File: src/rtl/regfile_ctrl_pkg.sv
// rtl/regfile_ctrl_pkg.sv - shared opcodes, FSM states and strobe-bundle bit indices
package regfile_ctrl_pkg;

    localparam logic [3:0] OP_NOP   = 4'h0;
    localparam logic [3:0] OP_LDA   = 4'h1;
    localparam logic [3:0] OP_LDB   = 4'h2;
    localparam logic [3:0] OP_MOVAB = 4'h3;
    localparam logic [3:0] OP_MOVBA = 4'h4;
    localparam logic [3:0] OP_ADD   = 4'h5;
    localparam logic [3:0] OP_SUB   = 4'h6;
    localparam logic [3:0] OP_OUTA  = 4'h7;
    localparam logic [3:0] OP_OUTB  = 4'h8;
    localparam logic [3:0] OP_CLRA  = 4'h9;
    localparam logic [3:0] OP_CLRB  = 4'hA;
    localparam logic [3:0] OP_HALT  = 4'hF;

    typedef enum logic [2:0] {
        ST_IDLE   = 3'd0,
        ST_DECODE = 3'd1,
        ST_EX1    = 3'd2,
        ST_EX2    = 3'd3,
        ST_HALT   = 3'd4
    } state_t;

    // Bit positions inside the strobe bundle driven towards the datapath
    localparam int STB_RS1     = 0;
    localparam int STB_RS2     = 1;
    localparam int STB_WS1     = 2;
    localparam int STB_RS3     = 3;
    localparam int STB_RS4     = 4;
    localparam int STB_WS2     = 5;
    localparam int STB_ALU_OE  = 6;
    localparam int STB_ALU_SUB = 7;
    localparam int STB_OUT_LD  = 8;
    localparam int STB_LRST_A  = 9;
    localparam int STB_LRST_B  = 10;
    localparam int STB_W       = 11;

    typedef logic [STB_W-1:0] strobe_t;

endpackage

File: src/rtl/regfile_seq_ctrl_if.sv
// rtl/regfile_seq_ctrl_if.sv - instruction valid/ready handshake bundle
interface regfile_seq_ctrl_if #(
    parameter int IW = 8
);
    logic [IW-1:0] instr;
    logic          instr_valid;
    logic          instr_ready;

    modport master (output instr, output instr_valid, input  instr_ready);
    modport slave  (input  instr, input  instr_valid, output instr_ready);
endinterface

File: src/rtl/regfile_op_decode.sv
// rtl/regfile_op_decode.sv - opcode + phase to strobe vector, illegal and two-phase flags
module regfile_op_decode
    import regfile_ctrl_pkg::*;
#(
    parameter int OPW = 4
) (
    input  logic [OPW-1:0] i_op,
    input  logic           i_phase2,
    output strobe_t        o_strobe,
    output logic           o_illegal,
    output logic           o_two_phase
);

    always_comb begin
        o_strobe    = '0;
        o_illegal   = 1'b0;
        o_two_phase = (i_op == OP_ADD) || (i_op == OP_SUB);
        if (i_phase2) begin
            // second ALU phase: result goes back into A from the bus
            if (o_two_phase) begin
                o_strobe[STB_ALU_OE]  = 1'b1;
                o_strobe[STB_RS2]     = 1'b1;
                o_strobe[STB_ALU_SUB] = (i_op == OP_SUB);
            end
        end else begin
            case (i_op)
                OP_NOP:   ;
                OP_LDA:   o_strobe[STB_RS1] = 1'b1;
                OP_LDB:   o_strobe[STB_RS3] = 1'b1;
                OP_MOVAB: begin
                    o_strobe[STB_WS1] = 1'b1;
                    o_strobe[STB_RS4] = 1'b1;
                end
                OP_MOVBA: begin
                    o_strobe[STB_WS2] = 1'b1;
                    o_strobe[STB_RS2] = 1'b1;
                end
                OP_ADD:   o_strobe[STB_ALU_OE] = 1'b1;
                OP_SUB: begin
                    o_strobe[STB_ALU_OE]  = 1'b1;
                    o_strobe[STB_ALU_SUB] = 1'b1;
                end
                OP_OUTA: begin
                    o_strobe[STB_WS1]    = 1'b1;
                    o_strobe[STB_OUT_LD] = 1'b1;
                end
                OP_OUTB: begin
                    o_strobe[STB_WS2]    = 1'b1;
                    o_strobe[STB_OUT_LD] = 1'b1;
                end
                OP_CLRA:  o_strobe[STB_LRST_A] = 1'b1;
                OP_CLRB:  o_strobe[STB_LRST_B] = 1'b1;
                OP_HALT:  ;
                default:  o_illegal = 1'b1;
            endcase
        end
    end

endmodule

File: src/rtl/regfile_seq_ctrl.sv
// rtl/regfile_seq_ctrl.sv - one-instruction-at-a-time sequencer for register file and ALU bus strobes
module regfile_seq_ctrl
    import regfile_ctrl_pkg::*;
#(
    parameter int OPW  = 4,
    parameter int DW   = 4,
    parameter int CNTW = 8
) (
    input  logic                clk,
    input  logic                grst,
    regfile_seq_ctrl_if.slave   bus,
    input  logic                resume,
    output logic [DW-1:0]       imm,
    output logic                rs1,
    output logic                rs2,
    output logic                ws1,
    output logic                rs3,
    output logic                rs4,
    output logic                ws2,
    output logic                alu_oe,
    output logic                alu_sub,
    output logic                out_ld,
    output logic                lrst_a,
    output logic                lrst_b,
    output logic                busy,
    output logic                halted,
    output logic                illegal,
    output logic [CNTW-1:0]     retired
);

    state_t          r_state;
    logic [OPW-1:0]  r_op;
    logic [DW-1:0]   r_imm;
    strobe_t         r_stb;
    logic            r_illegal;
    logic            r_busy;
    logic            r_halted;
    logic [CNTW-1:0] r_retired;

    strobe_t w_stb;
    logic    w_illegal;
    logic    w_two_phase;

    // Decode looks one state ahead so strobes can be registered on entry to EX1/EX2
    regfile_op_decode #(.OPW(OPW)) u_decode (
        .i_op        (r_op),
        .i_phase2    (r_state == ST_EX1),
        .o_strobe    (w_stb),
        .o_illegal   (w_illegal),
        .o_two_phase (w_two_phase)
    );

    always_ff @(posedge clk or posedge grst) begin
        if (grst) begin
            r_state   <= ST_IDLE;
            r_op      <= '0;
            r_imm     <= '0;
            r_stb     <= '0;
            r_illegal <= 1'b0;
            r_busy    <= 1'b0;
            r_halted  <= 1'b0;
            r_retired <= '0;
        end else begin
            r_stb     <= '0;
            r_illegal <= 1'b0;
            case (r_state)
                ST_IDLE: begin
                    if (bus.instr_valid) begin
                        r_op    <= bus.instr[OPW+DW-1:DW];
                        r_imm   <= bus.instr[DW-1:0];
                        r_busy  <= 1'b1;
                        r_state <= ST_DECODE;
                    end
                end
                ST_DECODE: begin
                    if (r_op == OP_HALT) begin
                        r_busy    <= 1'b0;
                        r_halted  <= 1'b1;
                        r_retired <= r_retired + CNTW'(1);
                        r_state   <= ST_HALT;
                    end else begin
                        r_stb     <= w_stb;
                        r_illegal <= w_illegal;
                        r_state   <= ST_EX1;
                    end
                end
                ST_EX1: begin
                    if (w_two_phase) begin
                        r_stb   <= w_stb;
                        r_state <= ST_EX2;
                    end else begin
                        r_busy    <= 1'b0;
                        r_retired <= r_retired + CNTW'(1);
                        r_state   <= ST_IDLE;
                    end
                end
                ST_EX2: begin
                    r_busy    <= 1'b0;
                    r_retired <= r_retired + CNTW'(1);
                    r_state   <= ST_IDLE;
                end
                ST_HALT: begin
                    if (resume) begin
                        r_halted <= 1'b0;
                        r_state  <= ST_IDLE;
                    end
                end
                default: begin
                    r_busy   <= 1'b0;
                    r_halted <= 1'b0;
                    r_state  <= ST_IDLE;
                end
            endcase
        end
    end

    assign bus.instr_ready = (r_state == ST_IDLE);

    assign imm     = r_imm;
    assign rs1     = r_stb[STB_RS1];
    assign rs2     = r_stb[STB_RS2];
    assign ws1     = r_stb[STB_WS1];
    assign rs3     = r_stb[STB_RS3];
    assign rs4     = r_stb[STB_RS4];
    assign ws2     = r_stb[STB_WS2];
    assign alu_oe  = r_stb[STB_ALU_OE];
    assign alu_sub = r_stb[STB_ALU_SUB];
    assign out_ld  = r_stb[STB_OUT_LD];
    assign lrst_a  = r_stb[STB_LRST_A];
    assign lrst_b  = r_stb[STB_LRST_B];
    assign busy    = r_busy;
    assign halted  = r_halted;
    assign illegal = r_illegal;
    assign retired = r_retired;

endmodule
File: src/flat_wrapper.sv
// flat-port wrapper written by rule: the top's interface ports become plain ports
module regfile_seq_ctrl_flat import regfile_ctrl_pkg::*;
#(
    parameter int OPW  = 4,
    parameter int DW   = 4,
    parameter int CNTW = 8
)
  (clk, grst, resume, imm, rs1, rs2, ws1, rs3, rs4, ws2, alu_oe, alu_sub, out_ld, lrst_a, lrst_b, busy, halted, illegal, retired, bus_instr, bus_instr_valid, bus_instr_ready);
  regfile_seq_ctrl_if bus_i ();
  input  logic clk;
  input  logic grst;
  input  logic resume;
  output logic [DW-1:0] imm;
  output logic rs1;
  output logic rs2;
  output logic ws1;
  output logic rs3;
  output logic rs4;
  output logic ws2;
  output logic alu_oe;
  output logic alu_sub;
  output logic out_ld;
  output logic lrst_a;
  output logic lrst_b;
  output logic busy;
  output logic halted;
  output logic illegal;
  output logic [CNTW-1:0] retired;
  input wire logic [$bits(bus_i.instr)-1:0] bus_instr;
  input wire logic [$bits(bus_i.instr_valid)-1:0] bus_instr_valid;
  output wire logic [$bits(bus_i.instr_ready)-1:0] bus_instr_ready;
  assign bus_i.instr = bus_instr;
  assign bus_i.instr_valid = bus_instr_valid;
  assign bus_instr_ready = bus_i.instr_ready;
  regfile_seq_ctrl #(.OPW(OPW), .DW(DW), .CNTW(CNTW)) u_core (.clk(clk), .grst(grst), .bus(bus_i), .resume(resume), .imm(imm), .rs1(rs1), .rs2(rs2), .ws1(ws1), .rs3(rs3), .rs4(rs4), .ws2(ws2), .alu_oe(alu_oe), .alu_sub(alu_sub), .out_ld(out_ld), .lrst_a(lrst_a), .lrst_b(lrst_b), .busy(busy), .halted(halted), .illegal(illegal), .retired(retired));
endmodule
File: config.mk
export PLATFORM = sky130hd
export DESIGN_NAME = regfile_seq_ctrl_flat
export DESIGN_NICKNAME = d
export VERILOG_FILES = /design/src/rtl/regfile_ctrl_pkg.sv /design/src/rtl/regfile_seq_ctrl_if.sv /design/src/rtl/regfile_op_decode.sv /design/src/rtl/regfile_seq_ctrl.sv /design/src/flat_wrapper.sv
export SDC_FILE = /design/constraint.sdc
export NUM_CORES = 1
export LEC_CHECK = 0
export ABC_AREA = 1
export ABC_CLOCK_PERIOD_IN_PS = 1700
export BUFFER_PORTS_ARGS = -buffer_cell sky130_fd_sc_hd__buf_2
export CORE_ASPECT_RATIO = 2
export CORE_MARGIN = 1
export CORE_UTILIZATION = 51
export DETAILED_ROUTE_END_ITERATION = 8
export PLACE_DENSITY = 0.77
export REMOVE_ABC_BUFFERS = 1
export SLEW_MARGIN = 10
export SYNTH_ARGS = -nofsm -noshare
export SYNTH_HDL_FRONTEND = slang
export SYNTH_SLANG_ARGS = --single-unit
File: constraint.sdc
create_clock -name clk -period 1.7 [get_ports clk]
set_input_delay 0.34 -clock clk [delete_from_list [all_inputs] [get_ports clk]]
set_output_delay 0.34 -clock clk [all_outputs]
set_load 0.05 [all_outputs]
# Yosys cells after proc, flatten, opt, wreduce, memory -nomap -nowiden
# Index checks and enable logic that the tools add are counted.
[word_totals] elab_cells=83 regBits=33 in_bits=12 out_inout_bits=27
[op_classes] eq_ne=19 mux=38 n_addsub=1 n_reduce_logical=15 bitwise_logic=2
[ops] operator="case mux 8 bit (3 select lines)" n=1
[ops] operator="2-to-1 mux 1 bit" n=22
[ops] operator="2-to-1 mux 11 bit" n=2
[ops] operator="case mux 11 bit (2 select lines)" n=1
[ops] operator="equality test 4 x 3 -> 1 bit, second input constant" n=4
[ops] operator="equality test 4 bit, second input constant" n=4
[ops] operator="2-to-1 mux 8 bit" n=2
[ops] operator="2-to-1 mux 3 bit" n=4
[ops] operator="case mux 3 bit (4 select lines)" n=1
[ops] operator="OR reduction 11 bit" n=1
[ops] operator="adder 8 x 1 -> 8 bit, second input constant" n=1
[ops] operator="equality test 4 x 2 -> 1 bit, second input constant" n=2
[ops] operator="OR reduction 2 bit" n=4
[ops] operator="equality test 3 x 2 -> 1 bit, second input constant" n=2
[ops] operator="inequality test 2 bit, second input constant" n=3
[ops] operator="AND reduction 3 bit" n=2
[ops] operator="equality test 4 x 1 -> 1 bit, second input constant" n=1
[ops] operator="zero test 4 bit" n=1
[ops] operator="2-to-1 mux 2 bit" n=2
[ops] operator="2-to-1 mux 4 bit" n=1
[ops] operator="case mux 1 bit (4 select lines)" n=1
[ops] operator="AND reduction 2 bit" n=2
[ops] operator="AND reduction 4 bit" n=1
[ops] operator="equality test 3 x 1 -> 1 bit, second input constant" n=1
[ops] operator="other kinds (8)" n=9

# Logic depth before layout (Yosys ltp)
# Gate-level depths: netlist of the first run.
[logic_depth] depth_word=6 ltp_mapped=8

# Hierarchy
# Synthesis of the first run repeated with hierarchy kept, for this count alone.
[unflattened] cells_unflattened=207 hier_area_um2=1630.3
[modules_own_cells] mod="regfile_seq_ctrl" seq_area_each_um2=825.8 cells_per_inst=172 area_each_um2=1476.4 instances=1
[modules_own_cells] mod="regfile_op_decode" seq_area_each_um2=0.0 cells_per_inst=35 area_each_um2=153.9 instances=1

# Least setup slack after synthesis of the first run
# Ideal clock, no wire load.
[synth_timing] path_kind="reg2reg" from="register u_core.r_retired[0], in the netlist u_core.retired[0]" to="register u_core.r_retired[6], in the netlist u_core.retired[6]" path_slack_ns=0.210 stages_incl_launch_ff=7 n_path_buf=0 setup_ns=0.066 arrival_time_ns=1.424 path_cell_list="dfrtp_1 -> ha_1 -> nand3_1 -> nor2_1 -> xor2_1 -> nand2_1 -> nand2_1"
[synth_between] elab_chain_len=3 word_cells_on_any_way=4 classes_between="1 x add/sub; 3 x mux"
[synth_rtl] element="start, declared" line="regfile_seq_ctrl.sv:38" text="logic [CNTW-1:0] r_retired;"
[synth_rtl] element="start signal, assigned" line="regfile_seq_ctrl.sv:79" text="r_retired <= r_retired + CNTW'(1);"
[synth_rtl] element="start signal, assigned" line="regfile_seq_ctrl.sv:93" text="r_retired <= r_retired + CNTW'(1);"
[synth_rtl] element="start signal, assigned" line="regfile_seq_ctrl.sv:99" text="r_retired <= r_retired + CNTW'(1);"
[synth_rtl] element="adder 8 x 1 -> 8 bit *" line="regfile_seq_ctrl.sv:79, regfile_seq_ctrl.sv:93, regfile_seq_ctrl.sv:99"
[synth_rtl] element="2-to-1 mux 8 bit, on equally long branches" line="regfile_seq_ctrl.sv:88, regfile_seq_ctrl.sv:76"
[synth_rtl] element="case mux 8 bit (3 select lines) *" line="regfile_seq_ctrl.sv:66" text="case (r_state)"
# Every way passes the cells marked *; elsewhere a longest branch is shown, timed or not. The select of a mux whose other input is x is not followed.
# A chain may end at the register's enable or synchronous reset.

# Worst setup path in the final report of the first run
[layout_timing] from="register u_core.r_state[0]" to="output port bus_instr_ready"
[layout_between] elab_chain_len=1
[layout_rtl] element="start, declared" line="regfile_seq_ctrl.sv:31" text="state_t r_state;"
[layout_rtl] element="start signal, assigned" line="regfile_seq_ctrl.sv:55" text="r_state <= ST_IDLE;"
[layout_rtl] element="start signal, assigned" line="regfile_seq_ctrl.sv:72" text="r_state <= ST_DECODE;"
[layout_rtl] element="start signal, assigned" line="regfile_seq_ctrl.sv:80" text="r_state <= ST_HALT;"
[layout_rtl] element="zero test 3 bit" line="regfile_seq_ctrl.sv:117" text="assign bus.instr_ready = (r_state == ST_IDLE);"
[layout_rtl] element="end, declared" line="flat_wrapper.sv:31" text="output wire logic [$bits(bus_i.instr_ready)-1:0] bus_instr_ready;"
# No other way between the ends.

==> results of run 1 <==
## per-layer routing
metal	vias to the layer above	share of wire, %	track usage [%]
li1	630	-	-
met1	612	37	22.3
met2	36	56	39.8
met3	8	3.8	6.70
met4	0	2.8	12.0
met5	-	0	0
## flip-flops by register name (all words and copies together), names as in the netlist
register / cells
u_core.r_state: 3
u_core.halted: 1
u_core.busy: 1
u_core.imm: 4
u_core.r_stb: 11
u_core.r_op: 4
u_core.illegal: 1
u_core.retired: 8
## cell type report
type	instances	area, µm²
Fill cell	231	908
Sequential cell	33	826
Multi-Input combinational cell	113	608
Timing Repair Buffer	43	234
Inverter	19	71.3
Clock buffer	5	68.8
Tap cell	29	36.3
Clock inverter	3	17.5
## worst paths after layout
kind | depth (start not counted) | to | start
max | 4 | bus_instr_ready | u_core.r_state[0]
min | 3 | u_core.retired[1] | grst
max reg2reg | 8 | u_core.retired[5] | u_core.r_state[2]
min reg2reg | 2 | u_core.busy | u_core.busy
max in group asynchronous | 3 | u_core.halted | grst
min in group clk | 3 | u_core.imm[3] | bus_instr[3]
## cell families (layout without fill, tap and decap cells)
kind of cell             count (synthesis)  in the layout
adder cells (fa/ha/maj)                  1              1
flip-flops                              33             33
AO/OA/AOI/OAI                           14             14
buffers and inverters                   20             70
XOR/XNOR                                 4              4
AND/OR/NAND/NOR                         94             94
## worst reg2reg max path, delay by kind of cell, from the launching register on
family,cells,cell delay [ns]
buffers and inverters,1,0.09
flip-flops,1,0.47
AND/OR/NAND/NOR,7,0.79
## power groups by stage
stage                     clock network, mW  registers [mW]  logic, mW
after global routing                  0.613            1.27       2.21
after global placement                    0            1.23       1.89
after floorplan                           0            1.75      0.979
final                                 0.567            1.23       2.04
after CTS                             0.582            1.22       1.97
after detailed placement                  0            1.24       1.93
## through the flow
step,power [mW],setup WS [ns],hold WS [ns],cell area (µm²)
3_3_place_gp,3.12,0.295,0.433,1740
3_5_place_dp,3.17,0.232,0.448,1740
5_1_grt,4.10,0.00830,0.165,1860
6_report,3.84,0.0574,0.120,1860
2_1_floorplan,2.73,0.210,0.469,1500
4_1_cts,3.78,0.0103,0.139,1830
## repair_timing
item | CTS | global route
gates cloned | 0 | 0
pin swaps | 0 | 1
resized for setup | 2 | 1
buffers inserted | 0 | 3
endpoints found under the setup margin | 1 | 1
## placed cells by master, fill, tap and decap left out
| cell | synthesis | routed |
|---|---|---|
| nor2_4 | 3 | 4 |
| inv_1 | 15 | 15 |
| nand2_4 | 1 | 1 |
| xnor2_1 | 2 | 2 |
| a21oi_1 | 8 | 8 |
| nand2_2 | 3 | 3 |
| a21oi_2 | 1 | 1 |
| nand3_1 | 10 | 10 |
| clkbuf_8 | 0 | 5 |
| nor4_1 | 4 | 4 |
| nor3_1 | 3 | 3 |
| nor3_2 | 1 | 1 |
| or2_1 | 1 | 1 |
| buf_6 | 1 | 1 |
| o21ai_2 | 1 | 1 |
| nand3b_1 | 3 | 3 |
| dfrtp_1 | 33 | 33 |
| inv_2 | 4 | 4 |
| nand3_4 | 2 | 2 |
| o21ai_0 | 2 | 2 |
| buf_2 | 0 | 37 |
| nand2_1 | 47 | 47 |
| buf_4 | 0 | 5 |
| xor2_1 | 2 | 2 |
| ha_1 | 1 | 1 |
| nor2_1 | 12 | 12 |
| a31oi_1 | 1 | 1 |
| clkinv_2 | 0 | 2 |
| a211oi_1 | 1 | 1 |
| clkinvlp_4 | 0 | 1 |
| nand4_1 | 3 | 3 |
==> metrics.txt, run 1 <==
status completed; Total Wirelength 3.09 mm; Reg clk slew, reported paths 0.06 ns; CP Data Arrival Time 1.30 ns; cell taking the most area after synthesis dfrtp_1; area delta synth->final 23.2%; Power Internal 1.88 mW; Die X 40.5 µm; Final Setup Violations 0; min cycle time layout 1.64 ns; top post-synthesis cells by area dfrtp_1 (55%), nand2_1 (12%), inv_1 (3.7%); max-cap violation count 0; die span in y 79.0 µm; grt ovf 0; Cell Chain, Critical Path nor2_4, inv_2, nor2_4, buf_6; htree depth 2; XOR/XNOR Fraction of Synth Area 2.32%; Root Driver clkbuf_8; post-DR wirelength/cell 12.6 µm; Critical Path End Type primary output; sequential cell area fraction in the yosys report 54.6%; Period Utilization, post-route 96.6%; P_leak 1.02 nW; Synth top cells by count nand2_1 (47), dfrtp_1 (33), inv_1 (15); Logic pwr share 53.1%; port buffer count 38; total number of vias 1286; Worst Setup Start Kind register; crit path max fanout 5; final setup TNS 0 ns; Final Net Count 228; gr usage total 23.0%; Post-synth EDFFs 0; first-pass GRT wire length 4.96 mm; Min-Delay Path Class in2async; # placed instances 234; ratio of cells with drive above 1 in the final layout 31.5%; Non-Filler Instances 245; critical path class reg2out; Sink Count 33; Compound-Gate Fraction of Synth Area 5.38%; Num CTS Buffers 5; initial antenna violation count 0; Die Area 3200 µm²; sw power 1.96 mW; final slew viol count 0; switch share 51.1%; top-area cell type share of the netlist area 54.6%; Cell variety after synth 27; Detailed Routing Iterations Pass 1 4; main combinational cell family by area after synthesis simple AND/OR/NAND/NOR gates; Placer Congestion 0.886; PD cells 2060 nW/µm²; Primary FF master, synth dfrtp_1; Mapped Area 1510 µm²; clock network fraction of design power 14.8%; simple-gate share of the synthesized area 31.4%; Vias per Instance 5.25; Routed Antenna Nets 0; Iter 0 DRT Violations 30; FF-to-FF setup slack 0.25 ns; CTS tree done; vias in the first global route 1160; critical path's slowest cell dfrtp_1; DRC viols 0; Synth Register Bits 33; adder-cell share of the synthesized area 0.828%; delay of the slowest cell on the worst path 0.45 ns; fmax 609 MHz; hold_buf cts 0; RSZ-0062 raised after global routing false; fin util 67.2%; # IOs 39; core area 2770 µm²; final hold violations 0; # diodes 0; WP data required 1.36 ns; Seq pwr share 32.1%; Least-Margin Pin Slew 0.402 ns; Clock Path Buffers 2; cells after synthesis 166; Site Rows 27; Yosys warnings 0; Avg Inst Size Synth 9.11 µm²; largest net degree at the start of global routing 34; Max IR drop VDD 0.00128 V; Async S/R FF share, synth 100%; Worst slew margin 73.2%; Initial Util 54.6%; clk_skew 0.00520 ns; clock latency on the worst-skew pair 0.29 ns; CP dominant cell by count nor2_4; hpwl dp 2.36 mm; cell with the most instances after synthesis nand2_1; Top Family by Delay on Critical Path flip-flops; CP Buf/Inv Count 2; mux cell area share after synthesis 0%
(Power assumes the default switching activity.)
==> inputs of run 2 (changes only) <==
ABC_CLOCK_PERIOD_IN_PS = 1800   (was 1700)
clock period = 1.8 ns   (was 1.7 ns; I/O delays follow)
==> metrics.txt, run 2 (synthesis gave the netlist of run 1 again) <==
status completed; switch share 47.8%; PD cells 2020 nW/µm²; critical path's slowest cell dfrtp_1; Least-Margin Pin Slew 0.403 ns; initial antenna violation count 0; Vias per Instance 5.19; Sink Count 33; Top Family by Delay on Critical Path flip-flops; total number of vias 1255; largest net degree at the start of global routing 34; Die X 40.5 µm; Worst Setup Start Kind register; vias in the first global route 1203; grt ovf 0; Min-Delay Path Class in2async; Routed Antenna Nets 0; final setup TNS 0 ns; # placed instances 234; Seq pwr share 30.6%; delay of the slowest cell on the worst path 0.45 ns; Period Utilization, post-route 94.7%; area delta synth->final 24.6%; Placer Congestion 0.827; Final Setup Violations 0; worst reg2reg path depth 6; Non-Filler Instances 242; final slew viol count 0; CP Data Arrival Time 1.34 ns; Max IR drop VDD 0.00133 V; final hold violations 0; Root Driver clkbuf_8; first-pass GRT wire length 5.09 mm; clock network fraction of design power 21.4%; Iter 0 DRT Violations 35; # IOs 39; CP dominant cell by count nor2_4; clock latency on the worst-skew pair 0.29 ns; port buffer count 38; P_leak 1.03 nW; Reg clk slew, reported paths 0.07 ns; critical path class reg2out; max-cap violation count 0; Crit path depth 4; Power Internal 1.99 mW; commonest non-fill, non-tap cell in the layout nand2_1; Top reg by flops u_core.r_stb; Cell Chain, Critical Path nor2_4, inv_2, nor2_4, buf_4; Critical Path End Type primary output; Initial Util 54.6%; sw power 1.82 mW; CTS tree done; DRC viols 0; max reg flops 11; post-DR wirelength/cell 12.2 µm; crit path max fanout 7; # diodes 0; commonest cells after routing, fill and taps aside nand2_1 (47), buf_2 (37), dfrtp_1 (33); fmax 587 MHz; gr usage total 22.9%; Total Wirelength 2.95 mm; Detailed Routing Iterations Pass 1 4; Worst slew margin 73.1%; Num CTS Buffers 5; Final Power 3.81 mW; ratio of cells with drive above 1 in the final layout 30.5%; clk_skew 0.00533 ns; hpwl dp 2.18 mm; Final Net Count 225; htree depth 2; Clock Path Buffers 2; core area 2770 µm²; Die Area 3200 µm²; RSZ-0062 raised after global routing false; die span in y 79.0 µm; WP data required 1.44 ns; CP Buf/Inv Count 2; Logic pwr share 48.0%; Site Rows 27; min cycle time layout 1.70 ns
[run 2: final timing paths]
kind	from	to	slack, ns
worst max-delay path	u_core.r_state[0]	bus_instr_ready	0.1
worst min-delay path	grst	u_core.retired[1]	0.14
max in group asynchronous	grst	u_core.halted	1.36
worst max register to register	u_core.r_state[2]	u_core.retired[6]	0.38
worst min register to register	u_core.busy	u_core.busy	0.47
min in group clk	bus_instr[3]	u_core.imm[3]	0.31
[run 2: timing repair]
action	CTS	global route
setup buffers	0	0
gates cloned	0	0
setup endpoints to repair	1	1
resized for setup	1	1
hold buffers	0	0
[run 2: power groups by stage]
stage	Combinational, mW	Clock (mW)	Sequential, mW
floorplan	0.924	0	1.65
global placement	1.79	0	1.15
CTS	1.84	0.834	1.15
global route	2.00	0.867	1.20
detailed placement	1.82	0	1.16
finish	1.83	0.814	1.17
[run 2: routing by layer]
metal  vias to the layer above  part of all wire (%)  track usage, %
li1                        627                     -               -
met1                       583                    37            23.6
met2                        36                    56            39.4
met3                         9                   4.2            5.03
met4                         0                   2.7            12.0
met5                         -                     0               0
[run 2: worst min-delay path, cell delays in order]
cell,delay [ns]
buf_2,0.10
inv_1,0.04
buf_4,0.35
[run 2: area by class of cell]
| cell class | count | area (µm²) |
|---|---|---|
| multi-input cells | 113 | 608 |
| fillers | 230 | 887 |
| repair buffers | 40 | 208 |
| flip-flops and latches | 33 | 826 |
| clock buffers | 5 | 68.8 |
| well taps | 29 | 36.3 |
| inverters | 19 | 71.3 |
| clock inverters | 3 | 65.1 |
[run 2: per-stage QoR]
stage	util, %	setup WS, ns	hold slack (ns)	instance area, µm²
final	68.0	0.0952	0.139	1880
after floorplan	-	0.310	0.473	1500
after global placement	62.9	0.374	0.453	1740
after detailed placement	62.9	0.316	0.455	1740
after global routing	68.0	0.0314	0.181	1880
after CTS	67.8	0.0553	0.157	1880
